## src/rtl/ahb_lite_burst_master.sv

```systemverilog
// ahb_lite_burst_master: AHB-Lite master issuing SINGLE/INCR4/8/16 bursts with BUSY insertion and ERROR reporting.
// Define AHBM_ERR_ABORT_EN to cancel the remaining beats of a burst on an ERROR response.
module ahb_lite_burst_master #(
   parameter int         ADDR_W    = 32,
   parameter int         DATA_W    = 32,
   parameter logic [3:0] HPROT_VAL = 4'b0011
) (
   input  logic              HCLK_i,
   input  logic              HRESET_i,
   input  logic              cmd_valid_i,
   output logic              cmd_ready_o,
   input  logic              cmd_write_i,
   input  logic [ADDR_W-1:0] cmd_addr_i,
   input  logic [2:0]        cmd_size_i,
   input  logic [1:0]        cmd_len_i,
   input  logic              wdata_valid_i,
   output logic              wdata_ready_o,
   input  logic [DATA_W-1:0] wdata_i,
   output logic [DATA_W-1:0] rdata_o,
   output logic              rdata_valid_o,
   output logic              resp_valid_o,
   output logic              resp_err_o,
   output logic              busy_o,
   output logic [ADDR_W-1:0] HADDR_o,
   output logic              HWRITE_o,
   output logic [2:0]        HSIZE_o,
   output logic [2:0]        HBURST_o,
   output logic [3:0]        HPROT_o,
   output logic [1:0]        HTRANS_o,
   output logic              HMASTLOCK_o,
   output logic [DATA_W-1:0] HWDATA_o,
   input  logic [DATA_W-1:0] HRDATA_i,
   input  logic              HREADY_i,
   input  logic              HRESP_i
);
`ifdef AHBM_ERR_ABORT_EN
   localparam bit ABORT = 1'b1;
`else
   localparam bit ABORT = 1'b0;
`endif
   localparam logic [2:0] MAX_SIZE = (DATA_W == 64) ? 3'd3 : 3'd2;
   localparam logic [1:0] HT_IDLE = 2'b00, HT_BUSY = 2'b01, HT_NSEQ = 2'b10, HT_SEQ = 2'b11;

   typedef enum logic [2:0] {IDLE, ADDR, LAST, ERR, RESP} state_t;

   state_t            state_q;
   logic [ADDR_W-1:0] haddr_q;
   logic [1:0]        htrans_q;
   logic              hwrite_q;
   logic [2:0]        hsize_q;
   logic [2:0]        hburst_q;
   logic [DATA_W-1:0] hwdata_q;
   logic [DATA_W-1:0] wbuf_q;
   logic [DATA_W-1:0] rdata_q;
   logic              rdata_valid_q;
   logic              dphase_q;
   logic              err_q;
   logic              first_q;
   logic [4:0]        left_q;

   logic [4:0]        beats;
   logic [2:0]        burst;
   logic              reject;
   logic              slot;
   logic              wr;
   logic              issue;
   logic              err_first;
   logic              rd_done;
   logic [ADDR_W-1:0] inc;

   always_comb begin
      beats     = (cmd_len_i == 2'd0) ? 5'd1 : 5'd2 << cmd_len_i;
      burst     = (cmd_len_i == 2'd0) ? 3'b000 : {cmd_len_i, 1'b1};
      reject    = (cmd_size_i > MAX_SIZE) ||
                  (({1'b0, cmd_addr_i[2:0]} & ((4'd1 << cmd_size_i[1:0]) - 4'd1)) != 4'd0) ||
                  (({1'b0, cmd_addr_i[9:0]} + ({6'd0, beats} << cmd_size_i[1:0])) > 11'd1024);
      slot      = (state_q == IDLE) ? cmd_valid_i && !reject : (state_q == ADDR) && (left_q != 5'd0);
      wr        = (state_q == IDLE) ? cmd_write_i : hwrite_q;
      issue     = slot && HREADY_i && (!wr || wdata_valid_i);
      err_first = dphase_q && HRESP_i && !HREADY_i;
      rd_done   = dphase_q && HREADY_i && !HRESP_i && !hwrite_q;
      inc       = ADDR_W'(1) << hsize_q[1:0];
   end

   // The beat is issued on the edge it is handshaken; its data is parked in wbuf_q until the address phase completes.
   always_ff @(posedge HCLK_i) begin
      if (HRESET_i) begin
         state_q       <= IDLE;
         haddr_q       <= '0;
         htrans_q      <= HT_IDLE;
         hwrite_q      <= 1'b0;
         hsize_q       <= 3'd0;
         hburst_q      <= 3'd0;
         hwdata_q      <= '0;
         wbuf_q        <= '0;
         rdata_q       <= '0;
         rdata_valid_q <= 1'b0;
         dphase_q      <= 1'b0;
         err_q         <= 1'b0;
         first_q       <= 1'b0;
         left_q        <= 5'd0;
      end else begin
         rdata_valid_q <= rd_done;
         if (rd_done) rdata_q <= HRDATA_i;
         if (HREADY_i) begin
            dphase_q <= htrans_q[1];
            if (htrans_q[1] && hwrite_q) hwdata_q <= wbuf_q;
         end
         if (err_first) err_q <= 1'b1;
         if (issue) wbuf_q <= wdata_i;
         case (state_q)
            IDLE: if (cmd_valid_i) begin
               if (reject) begin
                  err_q   <= 1'b1;
                  state_q <= RESP;
               end else begin
                  state_q  <= ADDR;
                  haddr_q  <= cmd_addr_i;
                  hwrite_q <= cmd_write_i;
                  hsize_q  <= cmd_size_i;
                  hburst_q <= burst;
                  htrans_q <= issue ? HT_NSEQ : HT_IDLE;
                  left_q   <= issue ? beats - 5'd1 : beats;
                  first_q  <= !issue;
               end
            end
            ADDR: if (ABORT && err_first) begin
               htrans_q <= HT_IDLE;
               state_q  <= ERR;
            end else if (HREADY_i) begin
               if (left_q != 5'd0) begin
                  if (htrans_q[1]) haddr_q <= haddr_q + inc;
                  htrans_q <= issue ? (first_q ? HT_NSEQ : HT_SEQ) : (first_q ? HT_IDLE : HT_BUSY);
                  if (issue) begin
                     left_q  <= left_q - 5'd1;
                     first_q <= 1'b0;
                  end
               end else begin
                  htrans_q <= HT_IDLE;
                  state_q  <= LAST;
               end
            end
            LAST: if (ABORT && err_first) state_q <= ERR;
                  else if (HREADY_i) state_q <= RESP;
            ERR:  if (HREADY_i) state_q <= RESP;
            RESP: begin
               state_q <= IDLE;
               err_q   <= 1'b0;
            end
            default: state_q <= IDLE;
         endcase
      end
   end

   assign cmd_ready_o   = (state_q == IDLE);
   assign wdata_ready_o = slot && wr && HREADY_i;
   assign busy_o        = (state_q != IDLE);
   assign resp_valid_o  = (state_q == RESP);
   assign resp_err_o    = (state_q == RESP) && err_q;
   assign rdata_o       = rdata_q;
   assign rdata_valid_o = rdata_valid_q;
   assign HADDR_o       = haddr_q;
   assign HWRITE_o      = hwrite_q;
   assign HSIZE_o       = hsize_q;
   assign HBURST_o      = hburst_q;
   assign HPROT_o       = HPROT_VAL;
   assign HTRANS_o      = htrans_q;
   assign HMASTLOCK_o   = 1'b0;
   assign HWDATA_o      = hwdata_q;
endmodule

```

## config.mk

```make
export PLATFORM = sky130hd
export DESIGN_NAME = ahb_lite_burst_master
export DESIGN_NICKNAME = d
export VERILOG_FILES = /design/src/rtl/ahb_lite_burst_master.sv
export SDC_FILE = /design/constraint.sdc
export NUM_CORES = 1
export LEC_CHECK = 0
export CAP_MARGIN = 10
export CELL_PAD_IN_SITES_DETAIL_PLACEMENT = 0
export CELL_PAD_IN_SITES_GLOBAL_PLACEMENT = 1
export CORE_MARGIN = 4
export CORE_UTILIZATION = 30
export DETAILED_ROUTE_END_ITERATION = 8
export GPL_ROUTABILITY_DRIVEN = 0
export PLACE_DENSITY = 0.83
export SLEW_MARGIN = 30
export SYNTH_ARGS = -nofsm -noshare
export SYNTH_HDL_FRONTEND = slang
export SYNTH_SLANG_ARGS = --single-unit
```

## constraint.sdc

```tcl
create_clock -name HCLK_i -period 5.9 [get_ports HCLK_i]
set_input_delay 1.77 -clock HCLK_i [delete_from_list [all_inputs] [get_ports HCLK_i]]
set_output_delay 1.77 -clock HCLK_i [all_outputs]
set_load 0.01 [all_outputs]
```

[After elaboration in Yosys (flattened, before gate mapping)]
Index checks and enable logic that the tools add are counted.
Storage, ports and cells
  bits in registers: 149
  bits in latches: 0
  bits in writable memories: 0
  ROM bits: 0
  input port bits: 108
  output and inout bits: 116
  logic and storage cells: 116
  memories: 0
Operators by class
  $add $sub $neg: 5
  multipliers: 0
  div/mod/pow operators: 0
  $lt $le $gt $ge: 2
  equality and inequality tests: 12
  shifts and indexed selects: 4
  mux-type cells: 42
  bitwise operators: 2
  reductions and logical operators: 35
Operator list (count)
  $mux 32: 5
  $pmux 32 s2: 1
  $mux 5: 7
  $add 32x32->32: 1
  $shl 1x2->32 const A: 1
  $mux 3: 6
  $logic_and 1x1->1: 13
  $mux 1: 12
  $mux 2: 6
  $ne 2x2->1 const B: 6
  $reduce_and 6->1: 2
  $add 10x11->11: 1
  $gt 11x11->1 const B: 1
  $shl 5x2->11: 1
  $pmux 5 s2: 1
  $sub 5x1->5 const B: 2
  $pmux 3 s3: 1
  $reduce_and 4->1: 2
  $eq 3x2->1 const B: 2
  $logic_not 1->1: 6
  $reduce_bool 5->1: 1
  $shl 2x2->5 const A: 1
  $and 3x4->4: 1
  $ne 2x1->1 const B: 2
  17 further kinds: 20

[Depth between registers and ports, before layout]
  word-level depth: 15
  depth in mapped cells: 19

[Worst setup path after synthesis]
Ideal clock, no wire load.
  path type: input-to-output
  start point: in cmd_len_i[1]
  end point: out wdata_ready_o
  arrival time: 4275 ps
  required time: 4130 ps
  path slack: -145 ps
  stages on the path: 12
  buffers on the path: 1
  cell sequence: clkbuf_1 or2_2 nor3_1 ha_1 inv_1 fa_1 and2b_1 o2111ai_1 a31oi_1 o211a_1 a211oi_2 nor3b_1
On the way
  word-level cells in the longest chain between the ends: 11
  elaborated cells on any way between the ends: 12
  classes of those cells: add/sub (1); order compare (1); shift (2); mux (2); reduce/logical (6)
Ends and longest elaborated chain
  start, declared: RTL line 15  | input logic [1:0] cmd_len_i,
  $shl 2x2->5 / $logic_not 2->1 (equally long branches): RTL line 72  | beats = (cmd_len_i == 2'd0) ? 5'd1 : 5'd2 << cmd_len_i;
  $mux 5 *: RTL line 72
  $shl 5x2->11 *: RTL line 76  | (({1'b0, cmd_addr_i[9:0]} + ({6'd0, beats} << cmd_size_i[1:0])) > 11'd1024);
  $add 10x11->11 *: RTL line 76
  $gt 11x11->1 *: RTL line 76
  $logic_or 1x1->1 *: RTL line 75  | (({1'b0, cmd_addr_i[2:0]} & ((4'd1 << cmd_size_i[1:0]) - 4'd1)) != 4'd0) ||
  $logic_not 1->1 *: RTL line 77  | slot = (state_q == IDLE) ? cmd_valid_i && !reject : (state_q == ADDR) && (left_q != 5'd0);
  $logic_and 1x1->1 *: RTL line 77
  $mux 1 *: RTL line 77
  $logic_and 1x1->1 * (2 in a row): RTL line 156  | assign wdata_ready_o = slot && wr && HREADY_i;
  end, declared: RTL line 17  | output logic wdata_ready_o,
Every way passes the cells marked *; elsewhere a longest branch is shown, timed or not.

[Final worst setup path]
Same ends and word-level chain as after synthesis.

==> reports/results.txt <==
Data required, critical path: 4130 ps
status: complete, but fails checks
I/O Buffers: 218
Mapped Cells: 925
Core ar.: 22,920 sq um
CTS Hold Buffers Added: 0
Total Routing Usage GR: 16.72%
grt total ovfl: 0
vias per inst: 4.907
Leak Pwr: 3.652 nW
Avg WL per Cell: 15.10 um
sequence of cells on the critical path: buf_6 -> or2_4 -> nor3_2 -> ha_2 -> inv_2 -> fa_2 -> and2b_2 -> o2111ai_4 -> and4_1 -> o211a_1 -> a211oi_2 -> nor3b_2 -> buf_2
antenna violations before repair: 0
Iter 0 DRT Violations: 427
Final Net Count: 1,276
cell area after synthesis: 7057 sq um
Fin. Hold Viols: 0
Unique masters post-synth: 61
worst slew pin tran: 938.9 ps
post-synthesis average cell area: 7.629 sq um
CTS sink cnt: 149
Area Growth Syn to Fin: 47.18%
WS Path Type: in -> out
antenna diode count: 0
leading cell type in the layout, fill and taps excluded: nand2_1
Util after Layout: 45.32%
Final period util: 100.8%
post-place setup slack: -867.8 ps
Die Wd: 161.4 um
most frequent cells in the layout: 250 x nand2_1, 212 x clkdlybuf4s50_1, 149 x dfxtp_1, 147 x a21oi_1
yosys warns: 0
Total Wirelength: 22,320 um
fin. max-slew vios: 0
pwr dens: 234.4 nW/um^2
Reg clk slew, reported paths: 70 ps
worst hold path type: reg -> reg
number of global-route vias before repair: 6,811
post-placement cell count: 1,434
number of flops mapped to enable cells by yosys: 0
sequential share of the synthesized area: 42.27%
PnR worst setup slack: -46.49 ps
min Tclk post-route: 5946 ps
CP delay by family, top: simple AND/OR/NAND/NOR gates
IO Pins: 224
crit path DAT: 4180 ps
FF+latch count, synth: 149
layout cells sized above 1: 10.47%
final std cells w/o fill: 1,478
DR DRC count: 0
top cell type's share of synthesized area: 42.27%
Starting Density: 30.79%
total power: 2.434 mW
worst vdd ir: 155.2 uV
first-pass GRT wire length: 35,880 um
# rows: 55
slew margin rel.: 37.41%
# setup viols final: 1
top post-synthesis cells by area: dfxtp_1 42%, nand2_1 13%, a21oi_1 10%
Via Count: 7,253
Synth async-reset ratio: 0%
antenna viol nets, final: 0
clk root buf: clkbuf_16
cell taking the most area after synthesis: dfxtp_1
Crit. End Element: output port
placed wire-length estimate: 15,490 um
CP Buf/Inv Count: 3
Clock Path Buffers: 2
CP max-delay cell: fa_2
max_cap viols: 0
largest net degree at the start of global routing: 88
crit path launch type: primary input
Die ar.: 26,040 sq um
TritonCTS clock tree: yes
prevailing post-synth register cell: dfxtp_1
htree depth: 4
violated checks: setup timing
CP Max Fanout: 4
unrepaired setup endpoints after global routing: true
worst-skew pair later-pin latency: 420 ps
Max Freq: 168.2 MHz
Initial DRT Pass Iterations: 7
CP peak stage delay: 330 ps
Die Y: 161.4 um
clock buffer count from CTS: 17
worst clock skew: 13.60 ps
## routing by layer
metal	share of wire (%)	vias up	global-route usage, %
li1	-	3650	-
met1	44	3390	21.12
met2	47	199	27.95
met3	7.4	14	5.512
met4	1.1	0	3.567
met5	0	-	0
## registers in the layout, summed over array words and instances, names as in the netlist, 2 cells and up
register and flops:
HADDR_o 32, HWDATA_o 32, rdata_o 32, wbuf_q 32, left_q 5, HBURST_o 3, HSIZE_o 3, state_q 3
HTRANS_o 2
## power by group
| part | total (mW) | internal [mW] | switching, mW |
|---|---|---|---|
| clock | 1.06 | 0.596 | 0.465 |
| sequential | 1.05 | 1.03 | 0.0237 |
| combinational | 0.321 | 0.167 | 0.154 |
## cell families (layout without fill, tap and decap cells)
family | after synthesis | after routing | share of synthesized area (%)
other | 2 | 5 | 0.1064
adders and majority gates | 16 | 16 | 3.050
buffers and inverters | 86 | 323 | 5.603
DFF | 149 | 149 | 42.27
and+or+nand+nor | 392 | 392 | 23.71
AOI/OAI and AO/OA | 266 | 266 | 23.40
xor gates and xnor gates | 7 | 7 | 0.8688
muxes | 7 | 7 | 0.9929
## path summary, 6_finish.rpt
kind / startpoint / end / depth (start not counted) / slack, ps
worst max-delay path: cmd_len_i[1] / wdata_ready_o / 13 / -50
worst min-delay path: wbuf_q[28]$_SDFFE_PP0N_ / HWDATA_o[28]$_SDFFE_PP0P_ / 2 / 450
worst max register to register: HSIZE_o[1]$_SDFFE_PP0P_ / HADDR_o[31]$_SDFFE_PP0P_ / 11 / 2980
worst min register to register: wbuf_q[28]$_SDFFE_PP0N_ / HWDATA_o[28]$_SDFFE_PP0P_ / 2 / 450
## per-stage QoR
step / hold slack [ps] / setup TNS [ps] / area, sq um
2_1_floorplan: 432.1 / 0 / 7084
3_3_place_gp: 438.3 / -771.4 / 9661
3_5_place_dp: 441.2 / -867.8 / 9661
4_1_cts: 452.5 / -104.9 / 10340
5_1_grt: 464.6 / -143.7 / 10390
6_report: 450.1 / -46.49 / 10390
## timing repair
item	CTS	global route
setup endpoints to repair	1	1
gates resized for setup	22	11
pin swaps	11	10
buffers inserted	12	0
## final cells by class
class / instances / area [sq um]
clock buffers: 18 / 429.2
clock inverters: 14 / 143.9
well taps: 313 / 391.6
flip-flops and latches: 149 / 2983
inverters: 20 / 77.57
fillers: 2282 / 12530
multi-input cells: 693 / 3784
repair buffers: 271 / 2577
## synth_stat cells, types with 7 or more instances
cell	count
o21ai_0	30
clkbuf_1	47
nor3_1	18
buf_4	11
nand2_1	251
o21a_1	7
nor2_1	53
a21oi_1	148
nand3_1	15
nand4_1	8
ha_1	14
and3_1	8
dfxtp_1	149
o32ai_1	10
a211oi_1	11
mux2i_1	7
inv_1	18
## worst reg2reg max path, cell delays in order, from the launching register on
cell	delay (ps)
dfxtp_1	440
nand2b_1	180
inv_1	50
ha_1	260
a21o_1	100
a21o_1	140
a21oi_1	170
or2_2	390
nor4_1	630
a21o_1	210
a21oi_1	60
a211oi_1	200
Note: power is estimated with default switching activity, not from simulation.
